===== src/rtl/adaptive_threshold_pkg.sv =====
// Shared state codes and status-LED encodings for the adaptive-threshold
// controller and its result merger.
package adaptive_threshold_pkg;

    localparam int DEFAULT_C_BITS = 5;

    typedef enum logic [2:0] {
        ST_IDLE  = 3'd0,
        ST_RUN   = 3'd1,
        ST_DRAIN = 3'd2,
        ST_DONE  = 3'd3
    } state_e;

    localparam logic [3:0] LED_IDLE  = 4'b0001;
    localparam logic [3:0] LED_RUN   = 4'b0010;
    localparam logic [3:0] LED_DRAIN = 4'b0100;
    localparam logic [3:0] LED_DONE  = 4'b1000;

    function automatic logic [3:0] state_onehot(input state_e s);
        case (s)
            ST_RUN:   return LED_RUN;
            ST_DRAIN: return LED_DRAIN;
            ST_DONE:  return LED_DONE;
            default:  return LED_IDLE;
        endcase
    endfunction

endpackage


===== src/rtl/adaptive_threshold_engine_if.sv =====
// Lane-array result bus and display write port of the threshold engine.
interface adaptive_threshold_engine_if #(
    parameter int NUM_LANES   = 4,
    parameter int WIDTH_BITS  = 8,
    parameter int HEIGHT_BITS = 8,
    parameter int C_BITS      = 5
);
    logic [NUM_LANES*WIDTH_BITS-1:0]  lane_col;
    logic [NUM_LANES*HEIGHT_BITS-1:0] lane_row;
    logic [NUM_LANES-1:0]             lane_data;
    logic [NUM_LANES-1:0]             lane_wren;
    logic [NUM_LANES-1:0]             lane_finished;
    logic [NUM_LANES-1:0]             lane_stall;
    logic [2:0]                       global_state;
    logic [C_BITS-1:0]                c_out;
    logic [HEIGHT_BITS-1:0]           oX;
    logic [WIDTH_BITS-1:0]            oY;
    logic [2:0]                       oR;
    logic [2:0]                       oG;
    logic [2:0]                       oB;
    logic                             oWren;

    // The lane array / display side drives lane results and consumes writes.
    modport master (
        output lane_col, lane_row, lane_data, lane_wren, lane_finished,
        input  lane_stall, global_state, c_out, oX, oY, oR, oG, oB, oWren
    );

    modport slave (
        input  lane_col, lane_row, lane_data, lane_wren, lane_finished,
        output lane_stall, global_state, c_out, oX, oY, oR, oG, oB, oWren
    );

endinterface


===== src/rtl/lane_result_fifo.sv =====
// Small per-lane result FIFO; pushes into a full FIFO are dropped even when
// a pop happens in the same cycle.
module lane_result_fifo #(
    parameter int ENTRY_BITS = 17,
    parameter int DEPTH_BITS = 2
) (
    input  logic                  clock,
    input  logic                  not_reset,
    input  logic                  push,
    input  logic [ENTRY_BITS-1:0] push_data,
    input  logic                  pop,
    output logic [ENTRY_BITS-1:0] pop_data,
    output logic [DEPTH_BITS:0]   count,
    output logic                  full,
    output logic                  empty
);

    localparam int DEPTH = 1 << DEPTH_BITS;

    logic [ENTRY_BITS-1:0] mem [DEPTH];
    logic [DEPTH_BITS-1:0] wr_ptr;
    logic [DEPTH_BITS-1:0] rd_ptr;
    logic                  do_push;
    logic                  do_pop;

    assign full     = (count == (DEPTH_BITS + 1)'(DEPTH));
    assign empty    = (count == '0);
    assign do_push  = push && !full;
    assign do_pop   = pop && !empty;
    assign pop_data = mem[rd_ptr];

    // NOTE: sequential state uses non-blocking assignments so every register
    // samples the pre-edge values, independent of statement order.
    always_ff @(posedge clock) begin
        if (!not_reset) begin
            wr_ptr <= '0;
            rd_ptr <= '0;
            count  <= '0;
        end else begin
            if (do_push) wr_ptr <= wr_ptr + 1'b1;
            if (do_pop)  rd_ptr <= rd_ptr + 1'b1;
            case ({do_push, do_pop})
                2'b10:   count <= count + 1'b1;
                2'b01:   count <= count - 1'b1;
                default: count <= count;
            endcase
        end
    end

    // NOTE: the storage array is deliberately not reset; the pointers and
    // count define validity, so clearing it would only add reset fan-out.
    always_ff @(posedge clock) begin
        if (do_push) mem[wr_ptr] <= push_data;
    end

endmodule


===== src/rtl/adaptive_threshold_engine.sv =====
// Run sequencer for the filter lanes plus a round-robin merger of per-lane
// binary results onto the single frame-buffer write port.
module adaptive_threshold_engine
    import adaptive_threshold_pkg::*;
#(
    parameter int NUM_LANES_BITS  = 2,
    parameter int NUM_LANES       = 2 ** NUM_LANES_BITS,
    parameter int WIDTH_BITS      = 8,
    parameter int HEIGHT_BITS     = 8,
    parameter int FIFO_DEPTH_BITS = 2,
    parameter int C_BITS          = DEFAULT_C_BITS
) (
    input  logic                        clock,
    input  logic                        not_reset,
    input  logic                        start,
    input  logic [C_BITS-1:0]           cfg_c,
    input  logic                        cfg_invert,
    adaptive_threshold_engine_if.slave  bus,
    output logic                        busy,
    output logic                        done,
    output logic [9:0]                  LEDR
);

    localparam int ENTRY_BITS = HEIGHT_BITS + WIDTH_BITS + 1;
    localparam int DEPTH      = 1 << FIFO_DEPTH_BITS;
    localparam int CNT_BITS   = FIFO_DEPTH_BITS + 1;

    state_e                    state;
    state_e                    state_next;
    logic [C_BITS-1:0]         c_q;
    logic                      invert_q;
    logic                      overflow_q;
    logic                      overflow_hit;
    logic                      start_ok;
    logic [NUM_LANES-1:0]      fin_q;
    logic [NUM_LANES-1:0]      fin_all;

    logic [NUM_LANES-1:0]      fifo_full;
    logic [NUM_LANES-1:0]      fifo_empty;
    logic [NUM_LANES-1:0]      fifo_pop;
    logic [NUM_LANES-1:0]      stall_q;
    logic [ENTRY_BITS-1:0]     fifo_data  [NUM_LANES];
    logic [CNT_BITS-1:0]       fifo_count [NUM_LANES];

    logic [NUM_LANES_BITS-1:0] rr_q;
    logic [NUM_LANES_BITS-1:0] cand;
    logic [NUM_LANES_BITS-1:0] grant;
    logic                      grant_valid;
    logic [ENTRY_BITS-1:0]     head;

    logic [HEIGHT_BITS-1:0]    x_q;
    logic [WIDTH_BITS-1:0]     y_q;
    logic                      pix_q;
    logic                      wren_q;

    for (genvar g = 0; g < NUM_LANES; g++) begin : g_lane
        lane_result_fifo #(
            .ENTRY_BITS (ENTRY_BITS),
            .DEPTH_BITS (FIFO_DEPTH_BITS)
        ) u_fifo (
            .clock     (clock),
            .not_reset (not_reset),
            .push      (bus.lane_wren[g]),
            .push_data ({bus.lane_row[g*HEIGHT_BITS +: HEIGHT_BITS],
                         bus.lane_col[g*WIDTH_BITS +: WIDTH_BITS],
                         bus.lane_data[g]}),
            .pop       (fifo_pop[g]),
            .pop_data  (fifo_data[g]),
            .count     (fifo_count[g]),
            .full      (fifo_full[g]),
            .empty     (fifo_empty[g])
        );
    end

    assign overflow_hit = |(bus.lane_wren & fifo_full);

    // NOTE: every combinational output gets a default before any branch, so
    // no path leaves a signal unassigned and no latch is inferred.
    always_comb begin
        state_next = state;
        fin_all    = fin_q | bus.lane_finished;
        start_ok   = start && (state == ST_IDLE || state == ST_DONE);
        unique case (state)
            ST_IDLE, ST_DONE: if (start) state_next = ST_RUN;
            ST_RUN:           if (&fin_all) state_next = ST_DRAIN;
            ST_DRAIN:         if (&fifo_empty && !grant_valid) state_next = ST_DONE;
            default:          state_next = ST_IDLE;
        endcase
    end

    always_ff @(posedge clock) begin
        if (!not_reset) begin
            state      <= ST_IDLE;
            c_q        <= '0;
            invert_q   <= 1'b0;
            overflow_q <= 1'b0;
            fin_q      <= '0;
        end else begin
            state <= state_next;
            if (start_ok) begin
                c_q        <= cfg_c;
                invert_q   <= cfg_invert;
                fin_q      <= '0;
                overflow_q <= overflow_hit;
            end else begin
                if (overflow_hit)     overflow_q <= 1'b1;
                if (state == ST_RUN)  fin_q      <= fin_all;
            end
        end
    end

    // Stall warns one entry early because the lane sees it a cycle late.
    always_ff @(posedge clock) begin
        if (!not_reset) begin
            stall_q <= '0;
        end else begin
            for (int i = 0; i < NUM_LANES; i++)
                stall_q[i] <= (fifo_count[i] >= CNT_BITS'(DEPTH - 1));
        end
    end

    // First non-empty lane at or after the round-robin pointer wins.
    always_comb begin
        grant_valid = 1'b0;
        grant       = '0;
        cand        = '0;
        fifo_pop    = '0;
        for (int k = 0; k < NUM_LANES; k++) begin
            cand = rr_q + NUM_LANES_BITS'(k);
            if (!grant_valid && !fifo_empty[cand]) begin
                grant_valid = 1'b1;
                grant       = cand;
            end
        end
        if (grant_valid) fifo_pop[grant] = 1'b1;
    end

    assign head = fifo_data[grant];

    always_ff @(posedge clock) begin
        if (!not_reset) begin
            rr_q   <= '0;
            wren_q <= 1'b0;
            x_q    <= '0;
            y_q    <= '0;
            pix_q  <= 1'b0;
        end else begin
            wren_q <= grant_valid;
            if (grant_valid) begin
                rr_q  <= grant + 1'b1;
                x_q   <= head[ENTRY_BITS-1 -: HEIGHT_BITS];
                y_q   <= head[WIDTH_BITS:1];
                pix_q <= head[0] ^ invert_q;
            end
        end
    end

    assign bus.lane_stall   = stall_q;
    assign bus.global_state = state;
    assign bus.c_out        = c_q;
    assign bus.oX           = x_q;
    assign bus.oY           = y_q;
    assign bus.oR           = {3{pix_q}};
    assign bus.oG           = {3{pix_q}};
    assign bus.oB           = {3{pix_q}};
    assign bus.oWren        = wren_q;

    assign busy = (state == ST_RUN) || (state == ST_DRAIN);
    assign done = (state == ST_DONE);
    assign LEDR = 10'({c_q, overflow_q, state_onehot(state)});

endmodule


===== src/flat_wrapper.sv =====
// flat-port wrapper written by rule: the top's interface ports become plain ports
module adaptive_threshold_engine_flat import adaptive_threshold_pkg::*;
#(
    parameter int NUM_LANES_BITS  = 2,
    parameter int NUM_LANES       = 2 ** NUM_LANES_BITS,
    parameter int WIDTH_BITS      = 8,
    parameter int HEIGHT_BITS     = 8,
    parameter int FIFO_DEPTH_BITS = 2,
    parameter int C_BITS          = DEFAULT_C_BITS
)
  (clock, not_reset, start, cfg_c, cfg_invert, busy, done, LEDR, bus_lane_col, bus_lane_row, bus_lane_data, bus_lane_wren, bus_lane_finished, bus_lane_stall, bus_global_state, bus_c_out, bus_oX, bus_oY, bus_oR, bus_oG, bus_oB, bus_oWren);
  adaptive_threshold_engine_if #(.NUM_LANES(NUM_LANES), .WIDTH_BITS(WIDTH_BITS), .HEIGHT_BITS(HEIGHT_BITS), .C_BITS(C_BITS)) bus_i ();
  input  logic clock;
  input  logic not_reset;
  input  logic start;
  input  logic [C_BITS-1:0] cfg_c;
  input  logic cfg_invert;
  output logic busy;
  output logic done;
  output logic [9:0] LEDR;
  input wire logic [$bits(bus_i.lane_col)-1:0] bus_lane_col;
  input wire logic [$bits(bus_i.lane_row)-1:0] bus_lane_row;
  input wire logic [$bits(bus_i.lane_data)-1:0] bus_lane_data;
  input wire logic [$bits(bus_i.lane_wren)-1:0] bus_lane_wren;
  input wire logic [$bits(bus_i.lane_finished)-1:0] bus_lane_finished;
  output wire logic [$bits(bus_i.lane_stall)-1:0] bus_lane_stall;
  output wire logic [$bits(bus_i.global_state)-1:0] bus_global_state;
  output wire logic [$bits(bus_i.c_out)-1:0] bus_c_out;
  output wire logic [$bits(bus_i.oX)-1:0] bus_oX;
  output wire logic [$bits(bus_i.oY)-1:0] bus_oY;
  output wire logic [$bits(bus_i.oR)-1:0] bus_oR;
  output wire logic [$bits(bus_i.oG)-1:0] bus_oG;
  output wire logic [$bits(bus_i.oB)-1:0] bus_oB;
  output wire logic [$bits(bus_i.oWren)-1:0] bus_oWren;
  assign bus_i.lane_col = bus_lane_col;
  assign bus_i.lane_row = bus_lane_row;
  assign bus_i.lane_data = bus_lane_data;
  assign bus_i.lane_wren = bus_lane_wren;
  assign bus_i.lane_finished = bus_lane_finished;
  assign bus_lane_stall = bus_i.lane_stall;
  assign bus_global_state = bus_i.global_state;
  assign bus_c_out = bus_i.c_out;
  assign bus_oX = bus_i.oX;
  assign bus_oY = bus_i.oY;
  assign bus_oR = bus_i.oR;
  assign bus_oG = bus_i.oG;
  assign bus_oB = bus_i.oB;
  assign bus_oWren = bus_i.oWren;
  adaptive_threshold_engine #(.NUM_LANES_BITS(NUM_LANES_BITS), .NUM_LANES(NUM_LANES), .WIDTH_BITS(WIDTH_BITS), .HEIGHT_BITS(HEIGHT_BITS), .FIFO_DEPTH_BITS(FIFO_DEPTH_BITS), .C_BITS(C_BITS)) u_core (.clock(clock), .not_reset(not_reset), .start(start), .cfg_c(cfg_c), .cfg_invert(cfg_invert), .bus(bus_i), .busy(busy), .done(done), .LEDR(LEDR));
endmodule

===== config.mk =====
export PLATFORM = sky130hd
export DESIGN_NAME = adaptive_threshold_engine_flat
export DESIGN_NICKNAME = d
export VERILOG_FILES = /design/src/rtl/adaptive_threshold_pkg.sv /design/src/rtl/adaptive_threshold_engine_if.sv /design/src/rtl/lane_result_fifo.sv /design/src/rtl/adaptive_threshold_engine.sv /design/src/flat_wrapper.sv
export SDC_FILE = /design/constraint.sdc
export NUM_CORES = 1
export LEC_CHECK = 0
export ABC_AREA = 1
export ABC_CLOCK_PERIOD_IN_PS = 8000
export CAP_MARGIN = 30
export CORE_MARGIN = 5
export CORE_UTILIZATION = 55
export DETAILED_ROUTE_END_ITERATION = 10
export GPL_TIMING_DRIVEN = 0
export PLACE_DENSITY = 0.77
export SKIP_CTS_REPAIR_TIMING = 1
export SYNTH_ARGS = -nofsm -noshare
export SYNTH_HDL_FRONTEND = slang
export SYNTH_HIERARCHICAL = 1
export SYNTH_SLANG_ARGS = --single-unit

===== constraint.sdc =====
create_clock -name clock -period 8 [get_ports clock]
set_input_delay 1.6 -clock clock [delete_from_list [all_inputs] [get_ports clock]]
set_output_delay 1.6 -clock clock [all_outputs]
set_load 0.03 [all_outputs]

==> metrics.csv, run 1 <==
stage;metric;value;unit
floorplanning;dieHeight;174;um
logic_synthesis;ys_seq_elements;345;
finish;most-common-layout-cells;272 x edfxtp_1, 245 x nor2_1, 133 x clkdlybuf4s50_1;
timing;tns;0;ns
cts;clkLatencyLatePin;0.51;ns
routing;drt_pre_antenna_iters;6;
floorplanning;dieArea;30300;um2
global_routing;grt_max_degree;19;
setup_path;rrSetupSlack;4.41;ns
cts;cts.sink_count;345;
place;hpwl;24700;um
global_routing;track_usage;22.7;%
routing;num_vias;10400;
finish;final_common_cell;edfxtp_1;
setup_path;startpoint_type;flop;
timing;fin_crit_sh;46.3;%
global_routing;gr-total-overflow;0;
timing;max_freq;270;MHz
routing;drc;0;
timing;skew;0.0158;ns
routing;routedWlPerCell;18.9;um
finish;fill_cells;1919;
finish;drive_gt1_share;14.2;%
logic_synthesis;yosys_warnings;6;
timing;rsz0062_at_grt;false;
place;routabilityCongestion;0.880;
min_path;min_path_type;reg2reg;
logic_synthesis;syn_inst;1318;
cts;cts_tree;done;
timing;drv_slew;0;
finish;nets;1622;
routing;finalWirelength;35400;um
setup_path;arrival;2.10;ns
cts;clockRootBuffer;clkbuf_16;
timing;tightest_slew;0.974;ns
power_and_ir_drop;power.density;377;nW/um2
logic_synthesis;syn_avg_cell_area;11.2;um2
routing;postRouteAntennaNets;0;
global_routing;grt_pass1_wl;54600;um
power_and_ir_drop;vdd_ir_drop_max;237;uV
logic_synthesis;synth_seq_area_share;65.1;%
global_routing;antenna_found_initial;0;
finish;seqCellArea;9630;um2
logic_synthesis;synth_compound_area_share;12.1;%
logic_synthesis;yosysUniqueCellTypes;38;
setup_path;worst-setup-path-type;reg2out;
setup_path;worstPathRequired;6.40;ns
power_and_ir_drop;power.leakage;6.86;nW
finish;multi_input_area;4180;um2
logic_synthesis;synth_fa_ha_area_share;3.08;%
finish;area.growth.synth_to_final;20.9;%
run_status;status;finished clean;
floorplanning;coreArea;26700;um2
logic_synthesis;yosysTopAreaCell;edfxtp_1;
cts;cts_buffers;35;
setup_path;end_kind;primary output;
routing;viasPerCell;5.58;
cts;cts_buffer_depth;3;
routing;drt_iter0_markers;1109;
finish;n_antenna_cell;0;
logic_synthesis;synthXorXnorAreaFrac;0;%
logic_synthesis;synth_top_family_by_area;simple AND/OR/NAND/NOR gates;
logic_synthesis;synth-simple-area-share;12.7;%
logic_synthesis;yosys-top-cells-area;edfxtp_1 55%, dfxtp_1 9.9%, nor2_1 6.6%;
floorplanning;die_w;174;um
cts;cts_max_level;2;
timing;maxSlewHeadroom;35.0;%
logic_synthesis;syn_area;14800;um2
logic_synthesis;muxShareOfSynthArea;0;%
floorplanning;pin_count;135;
logic_synthesis;yosysTopAreaCellShare;55.2;%
floorplanning;rows;60;
run;maxCapViolCount;0;
place;port-buffer-count;133;
cts;clk_pin_slew;0.06;ns
floorplanning;initial_core_util;55.4;%
global_routing;grt_pass1_vias;10100;
logic_synthesis;synthesis.nets;1437;
timing;setup_viol;0;
timing;hold_viol;0;
finish;stdcell_count;1870;
place;dp_cells;1807;
timing;fin_crit;3.70;ns
setup_path;critical_path_peak_fanout;5;
==> cell usage after synthesis <==
master,count
edfxtp_1,272
o22ai_1,68
o211ai_1,13
o21ai_2,40
fa_1,4
inv_2,7
o21ai_1,74
inv_4,5
buf_4,25
buf_8,1
clkinv_1,1
buf_6,27
buf_2,12
nand3b_1,4
o21bai_1,1
nand2_1,102
or2_0,3
nand3_1,41
conb_1,1
nand3_2,1
ha_1,30
dfxtp_1,73
a211oi_1,1
buf_1,2
a22o_1,1
or2_1,10
o21ai_0,61
nor2_1,261
nand4_1,7
nor2_2,10
nand2_4,1
nand2_2,9
inv_1,102
a21oi_1,41
nand3_4,1
o41ai_1,1
a221oi_1,1
clkbuf_1,4
==> report_power, final <==
| part | leakage [nW] | internal [W] | switching [W] | total, W |
|---|---|---|---|---|
| Clock | 0.528 | 0.000898 | 0.000644 | 0.00154 |
| Combinational | 3.23 | 0.00103 | 0.00186 | 0.00288 |
| Sequential | 3.10 | 0.00219 | 0.000133 | 0.00232 |
==> final cells by class <==
class | instances | area share, %
clock inverters | 15 | 0.762
flip-flops and latches | 345 | 53.8
inverters | 115 | 2.48
clock buffers | 48 | 5.29
repair buffers | 148 | 8.65
plain buffers | 71 | 3.29
multi-input cells | 787 | 23.3
well taps | 341 | 2.38
==> cell families (layout without fill, tap and decap cells) <==
| group | after synthesis | after routing |
|---|---|---|
| adder cells (fa/ha/maj) | 34 | 34 |
| AND/OR/NAND/NOR | 450 | 450 |
| other | 1 | 1 |
| AO/OA/AOI/OAI | 302 | 302 |
| flip-flops | 345 | 345 |
| buffers and inverters | 186 | 397 |
==> worst max-delay path, cell delays in order, from the launching register on <==
cell and delay [ns]:
dfxtp_1 0.43, inv_1 0.13, ha_1 0.35, clkdlybuf4s50_1 0.69
==> registers in the layout (all words and copies together) (netlist names), named ones only <==
signal                       flops
u_core/bus.lane_stall            4
u_core/fin_q                     4
u_core/g_lane.u_fifo/wr_ptr      8
u_core/g_lane.u_fifo/count      12
u_core/rr_q                      2
u_core/g_lane.u_fifo/rd_ptr      8
u_core/bus.global_state          2
u_core/bus.oX                    8
u_core/pix_q                     1
u_core/bus.oWren                 1
u_core/bus.oY                    8
u_core/bus.c_out                 5
u_core/invert_q                  1
u_core/g_lane.u_fifo/mem       272
u_core/overflow_q                1
==> through the flow <==
stage / setup WS, ns / util, % / total power (W) / hold WS (ns) / instance area, um2
after floorplan: 5.04 / - / 0.00426 / 0.444 / 14800
after global placement: 3.86 / 61.9 / 0.00509 / 0.455 / 16600
after detailed placement: 4.37 / 62.9 / 0.00519 / 0.461 / 16800
after CTS: 4.26 / 67.0 / 0.00674 / 0.472 / 17900
after global routing: 3.90 / 67.0 / 0.00713 / 0.484 / 17900
final: 4.30 / 67.0 / 0.00675 / 0.474 / 17900
==> per-layer routing <==
layer	GRT usage [%]	wire length, um
met5	0	0
met4	7.52	1230
met3	4.52	2810
met2	37.5	16800
met1	30.5	14500
==> worst paths after layout <==
path | from | endpoint | depth (start not counted)
max | u_core/bus.global_state[0]$_SDFFE_PN0P_ | busy | 3
min | u_core/overflow_q$_SDFFE_PN0P_ | u_core/overflow_q$_SDFFE_PN0P_ | 2
min reg2reg | u_core/overflow_q$_SDFFE_PN0P_ | u_core/overflow_q$_SDFFE_PN0P_ | 2
max reg2reg | u_core/g_lane[3].u_fifo/count[0]$_SDFFE_PN0P_ | u_core/g_lane[0].u_fifo/count[2]$_SDFFE_PN0P_ | 26
No activity file was read; power rests on OpenSTA's default activity.
==> run 2: changes to the inputs <==
- ABC_CLOCK_PERIOD_IN_PS: 8000 -> 3000
- CORE_UTILIZATION: 55 -> 52
- PLACE_DENSITY: 0.77 -> 0.76
- clock period: 8 -> 3 ns (I/O delays scaled with it)
==> run 2 against run 1 <==
Effect of this change:
- the flow now finishes with violations (negative setup slack)
- first-iteration DRC count grew 17%
- flip-flop and latch count unchanged
- critical endpoint is now u_core/g_lane[1].u_fifo/count[2]$_SDFFE_PN0P_
- register-to-register slack worse by 4.5 ns
==> metrics.csv, run 2 (synthesis gave the netlist of run 1 again) <==
stage;metric;value;unit;change
timing;max_freq;320;MHz;
floorplanning;die_w;179;um;+2.7%
min_path;hp-start;u_core/g_lane[2].u_fifo/rd_ptr[0]$_SDFFE_PN0P_;;
routing;m1WireLength;15300;um;+5.5%
routing;drt_iter0_markers;1294;;+17%
routing;num_vias;11000;;+5.6%
power_and_ir_drop;power.leakage;7.20;nW;+5.0%
min_path;min_path_type;reg2reg;;
setup_path;reg2reg_depth;27;;+3.8%
setup_path;timing.rr.start;u_core/g_lane[0].u_fifo/count[1]$_SDFFE_PN0P_;;
finish;fill_cells;1950;;+1.6%
floorplanning;coreArea;27900;um2;+4.5%
power_and_ir_drop;vdd_ir_drop_max;647;uV;+170%
cts;clockRootBuffer;clkbuf_16;;
finish;largest-register;u_core/g_lane.u_fifo/mem;;
global_routing;gr-total-overflow;0;;unchanged
floorplanning;dieArea;31900;um2;+5.4%
place;routabilityCongestion;0.861;;-2.1%
routing;top_layer_used;met4;;
cts;cts_buffer_depth;3;;unchanged
setup_path;arrival;3.57;ns;+1.47 ns
floorplanning;dieHeight;179;um;+2.7%
cts;cts_tree;done;;
timing;fin_crit;3.13;ns;
timing;setup_viol;4;;+4
run_status;status;finished with violations;;
routing;drt_pre_antenna_iters;6;;unchanged
setup_path;worst-setup-path-type;reg2reg;;
cts;cts.sink_count;345;;unchanged
setup_path;critical_path_peak_fanout;5;;unchanged
cts;cts_max_level;2;;unchanged
finish;largest_reg_flops;272;;unchanged
routing;postRouteAntennaNets;0;;unchanged
setup_path;end_kind;flop;;
routing;finalWirelength;38300;um;+8.2%
floorplanning;pin_count;135;;unchanged
place;pre_cts_ws;-0.525;ns;-4.89 ns
setup_path;rrSetupSlack;-0.13;ns;-4.54 ns
global_routing;grt_pass1_wl;56200;um;+2.9%
finish;most-common-layout-cells;272 x edfxtp_1, 238 x nor2_1, 133 x clkdlybuf4s50_1;;
place;hpwl;24900;um;+0.78%
timing;tns;-0.290;ns;-0.290 ns
routing;routedWlPerCell;19.7;um;+3.9%
setup_path;crit_start;u_core/g_lane[0].u_fifo/count[1]$_SDFFE_PN0P_;;
run;maxCapViolCount;0;;unchanged
setup_path;r2r-end;u_core/g_lane[1].u_fifo/count[2]$_SDFFE_PN0P_;;
routing;viasPerCell;5.66;;+1.4%
routing;drc;0;;unchanged
global_routing;grt_max_degree;20;;+1
place;dp_cells;1842;;+1.9%
routing;met3_length;3170;um;+12%
finish;stdcell_count;1947;;+4.1%
timing;skew;0.0167;ns;+0.000905 ns
floorplanning;initial_core_util;53.0;%;-2.4 points
finish;area.growth.synth_to_final;26.5;%;
timing;hold_viol;0;;unchanged
setup_path;worstPathRequired;3.44;ns;-2.96 ns
setup_path;startpoint_type;flop;;
global_routing;track_usage;22.7;%;about the same
finish;drive_gt1_share;21.6;%;+7.4 points
cts;clk_pin_slew;0.06;ns;about the same
routing;dr_wl_met2;18600;um;+10%
timing;drv_slew;0;;unchanged
timing;finalWorstSetupSlack;-0.130;ns;-4.42 ns
floorplanning;rows;61;;+1.7%
place;port-buffer-count;133;;unchanged
cts;cts_buffers;36;;+2.9%
setup_path;crit_end;u_core/g_lane[1].u_fifo/count[2]$_SDFFE_PN0P_;;
timing;rsz0062_at_grt;true;;
global_routing;antenna_found_initial;0;;unchanged
finish;largestRegisters;u_core/g_lane.u_fifo/mem: 272 flops, u_core/g_lane.u_fifo/count: 12 flops;;
run_status;violations;negative setup slack;;
power_and_ir_drop;power.density;1080;nW/um2;+190%
timing;tightest_slew;1.03;ns;+0.0512 ns
finish;final_common_cell;edfxtp_1;;
cts;clkLatencyLatePin;0.52;ns;about the same
timing;fin_crit_sh;104;%;
timing;maxSlewHeadroom;31.6;%;-3.4 points
global_routing;grt_pass1_vias;10600;;+4.3%
finish;nets;1660;;+2.3%
finish;n_antenna_cell;0;;unchanged
[run 2: cell types whose count changed in the layout (fill, tap and decap cells not counted), sizes merged]
cell	change
buf	+36
clkinv	+7
clkbuf	-6
bufinv	+5
inv	-2
[run 2: area by class of cell]
type	instances	area [um2]	share of cell area, %
Clock buffer	41	962	5.14
Multi-Input combinational cell	787	4370	23.4
Timing Repair Buffer	187	1860	9.94
Sequential cell	345	9660	51.6
Clock inverter	25	305	1.63
Tap cell	378	473	2.53
Inverter	115	492	2.63
Buffer	69	593	3.17
[run 2: where the power goes]
group,leakage (nW),total (W),switching [W],internal [W]
Clock,0.624,0.00470,0.00179,0.00291
Combinational,3.47,0.00935,0.00569,0.00366
Sequential,3.10,0.00624,0.000386,0.00586
[run 2: worst min path at each step]
stage                                                     endpoint  depth (start not counted)  slack [ns]
floorplan                             u_core/invert_q$_SDFFE_PN0P_                          2        0.44
global placement                    u_core/overflow_q$_SDFFE_PN0P_                          2        0.46
detailed placement  u_core/g_lane[1].u_fifo/rd_ptr[0]$_SDFFE_PN0P_                          2        0.47
CTS                                                           flop                          2        0.47
global route                        u_core/overflow_q$_SDFFE_PN0P_                          2        0.50
finish                                                        flop                          2        0.48
[run 2: stage by stage]
| step | cell area [um2] | util, % | total power [W] | hold WS [ns] |
|---|---|---|---|---|
| 4_1_cts | 18100 | 64.8 | 0.0186 | 0.473 |
| 6_report | 18700 | 67.0 | 0.0203 | 0.477 |
| 2_1_floorplan | 14800 | - | 0.0114 | 0.444 |
| 3_5_place_dp | 16800 | 60.3 | 0.0139 | 0.468 |
| 5_1_grt | 18700 | 67.0 | 0.0213 | 0.505 |
| 3_3_place_gp | 16600 | 59.4 | 0.0136 | 0.459 |
[run 2: worst max-delay path, cell delays in order, from the launching register on]
cell and delay, ns:
dfxtp_2 0.33, inv_2 0.09, nand3_4 0.11, inv_4 0.08
nand2_2 0.06, nand2_1 0.10, nand2_1 0.10, nand2_2 0.14
nand2_4 0.07, nand2_2 0.05, nand2_1 0.06, nand2_1 0.08
nand2_2 0.07, nand2_4 0.10, buf_8 0.13, ha_4 0.12
inv_2 0.03, nor2_2 0.08, inv_1 0.05, nor2_1 0.12
ha_2 0.23, inv_2 0.07, fa_2 0.41, inv_2 0.07
nand2_2 0.05, nand4_1 0.08, nand2_1 0.06, nor2_1 0.12
[run 2: routing by layer]
layer	vias to the layer above	track usage [%]
li1	5018	-
met1	5344	30.0
met2	568	37.6
met3	86	5.19
met4	0	7.42
met5	-	0
==> run 3: changes to the inputs <==
- CORE_UTILIZATION: 52 -> 55
- DONT_BUFFER_PORTS: default -> 1
- PLACE_DENSITY: 0.76 -> 0.73
==> run 3 against run 2 <==
Effect of this change:
- the flow now finishes without violations
- combinational power shrank 8.1%
- sequential share of layout area grew 4.1 points
- worst hold slack lost 0.31 ns
- clock-buffer cell count grew 10
- power shrank 4.1%
- non-clock buffer count shrank 128
- routed wire length shrank 4.3%
- fmax grew 5.4%
- critical endpoint is now u_core/g_lane[0].u_fifo/count[2]$_SDFFE_PN0P_
==> metrics.csv, run 3 (synthesis gave the netlist of run 1 again) <==
stage;metric;value;unit;change
timing;drv_slew;0;;unchanged
power_and_ir_drop;vdd_ir_drop_max;662;uV;+2.4%
setup_path;critPathBufInv;9;;+2
finish;largest-register;u_core/g_lane.u_fifo/mem;;
routing;drt_iter0_markers;833;;-36%
routing;viasPerCell;5.67;;+0.27%
finish;n_antenna_cell;0;;unchanged
timing;hold_viol;0;;unchanged
timing;setup_viol;0;;-4
global_routing;grt_pass1_wl;53000;um;-5.7%
global_routing;grt_max_degree;31;;+55%
place;hpwl;24100;um;-3.3%
finish;largestRegisters;u_core/g_lane.u_fifo/mem: 272 flops, u_core/g_lane.u_fifo/count: 12 flops;;
setup_path;critical_path_peak_fanout;6;;+1
routing;postRouteAntennaNets;0;;unchanged
finish;most-common-layout-cells;272 x edfxtp_1, 238 x nor2_1, 80 x nand2_1;;
timing;fin_crit_sh;99.0;%;-5.4 points
finish;largest_reg_flops;272;;unchanged
timing;tns;0;ns;+0.290 ns
cts;clockRootBuffer;clkbuf_16;;
routing;routedWlPerCell;20.6;um;+4.5%
global_routing;gr-total-overflow;0;;unchanged
run;maxCapViolCount;0;;unchanged
routing;drc;0;;unchanged
min_path;min_path_type;in2reg;;
finish;final_common_cell;edfxtp_1;;
place;port-buffer-count;0;;-100%
cts;cts_buffer_depth;3;;unchanged
setup_path;arrival;3.36;ns;-0.21 ns
setup_path;startpoint_type;flop;;
timing;max_freq;337;MHz;+5.4%
cts;clk_pin_slew;0.06;ns;about the same
routing;drt_pre_antenna_iters;6;;unchanged
floorplanning;coreArea;26700;um2;-4.3%
cts;cts.sink_count;345;;unchanged
run_status;status;finished clean;;
cts;cts_tree;done;;
finish;seqCellArea;9650;um2;about the same
finish;fill_cells;1973;;+1.2%
setup_path;crit_slowest_cell;fa_2;;
power_and_ir_drop;power.leakage;6.66;nW;-7.5%
floorplanning;die_w;174;um;-2.6%
floorplanning;dieHeight;174;um;-2.6%
cts;cts_buffers;37;;+2.8%
setup_path;worstPathRequired;3.40;ns;-0.04 ns
power_and_ir_drop;power.density;1120;nW/um2;+3.6%
timing;skew;0.0239;ns;+0.00723 ns
setup_path;slowest_delay;0.38;ns;-0.03 ns
timing;fin_crit;2.97;ns;-0.161 ns
finish;area.growth.synth_to_final;17.1;%;
timing;maxSlewHeadroom;32.4;%;+0.85 points
place;routabilityCongestion;0.875;;+1.6%
floorplanning;initial_core_util;55.4;%;+2.4 points
timing;rsz0062_at_grt;true;;
routing;finalWirelength;36700;um;-4.3%
timing;hold_slack;0.171;ns;-0.306 ns
setup_path;end_kind;flop;;
timing;tightest_slew;1.01;ns;-0.0128 ns
finish;drive_gt1_share;24.4;%;+2.8 points
cts;clkLatencyLatePin;0.52;ns;about the same
cts;cts_max_level;2;;unchanged
floorplanning;rows;60;;-1.6%
global_routing;track_usage;22.4;%;-0.31 points
finish;nets;1533;;-7.7%
floorplanning;dieArea;30300;um2;-5.2%
floorplanning;pin_count;135;;unchanged
finish;multi_input_area;4430;um2;+1.3%
setup_path;path_delay_family;simple AND/OR/NAND/NOR gates;;
setup_path;worst-setup-path-type;reg2reg;;
routing;num_vias;10100;;-8.2%
global_routing;antenna_found_initial;0;;unchanged
global_routing;grt_pass1_vias;9742;;-7.9%
## run 3: cell count changes in the layout (fill, tap and decap cells not counted), moves of 5 or more
cell             before  now
bufinv_16             7    2
inv_2                17   25
clkbuf_1              6   13
clkinv_2              9    3
nand2_1              85   80
inv_4                17   11
clkdlybuf4s50_1     133    0
## run 3: final cells by class
cell class              count  area share (%)
multi-input cells         787            25.6
inverters                 115            2.78
clock buffers              51            5.94
repair buffers             59            3.32
clock inverters            15           0.809
plain buffers              69            3.42
well taps                 341            2.46
flip-flops and latches    345            55.7
## run 3: stage by stage
step	total power, W	utilization [%]	instance area, um2	setup slack (ns)	std cells
finish	0.0195	64.8	17300	0.0311	1782
global route	0.0204	64.8	17300	-0.185	1782
CTS	0.0177	62.2	16600	-0.572	1738
detailed placement	0.0133	57.8	15500	-0.514	1672
global placement	0.0131	57.0	15200	-0.390	1659
floorplan	0.0114	-	14800	0.0422	1318
## run 3: report_power, final
part           leakage [nW]  internal, W  switching (W)
sequential             3.10      0.00585       0.000674
clock                 0.565      0.00258        0.00178
combinational          2.99      0.00327        0.00531
total                  6.66       0.0117        0.00777
## run 3: metal layers
layer / vias up / routed length (um) / global-route usage (%)
met5: - / 0 / 0
met4: 0 / 974 / 6.90
met1: 4865 / 14400 / 29.0
met3: 75 / 3540 / 7.24
met2: 399 / 17800 / 36.4
li1: 4771 / - / -
## run 3: worst paths after layout
path	depth (start not counted)	end	slack [ns]	start
worst min-delay path	0	u_core/g_lane[2].u_fifo/mem[3][3]$_DFFE_PP_	0.17	bus_lane_col[18]
worst max-delay path	26	u_core/g_lane[0].u_fifo/count[2]$_SDFFE_PN0P_	0.03	u_core/g_lane[2].u_fifo/count[1]$_SDFFE_PN0P_
worst max register to register	26	u_core/g_lane[0].u_fifo/count[2]$_SDFFE_PN0P_	0.03	u_core/g_lane[2].u_fifo/count[1]$_SDFFE_PN0P_
worst min register to register	2	u_core/overflow_q$_SDFFE_PN0P_	0.48	u_core/overflow_q$_SDFFE_PN0P_
## run 3: worst reg2reg max path: stages (launching register included)
cell      delay (ns)
dfxtp_4         0.37
inv_4           0.05
nand3_4         0.10
clkinv_4        0.09
nand2_4         0.09
nand2_2         0.05
nand2_2         0.07
nand2_4         0.07
buf_4           0.14
nand2_2         0.07
nand2_4         0.06
nand3_4         0.13
buf_12          0.15
ha_4            0.13
inv_2           0.04
nor2_4          0.11
inv_2           0.05
nor2_2          0.10
ha_2            0.21
inv_2           0.06
fa_2            0.38
inv_2           0.07
nand2_2         0.06
nand3_2         0.07
nand2_1         0.05
inv_1           0.05
nor2_1          0.03
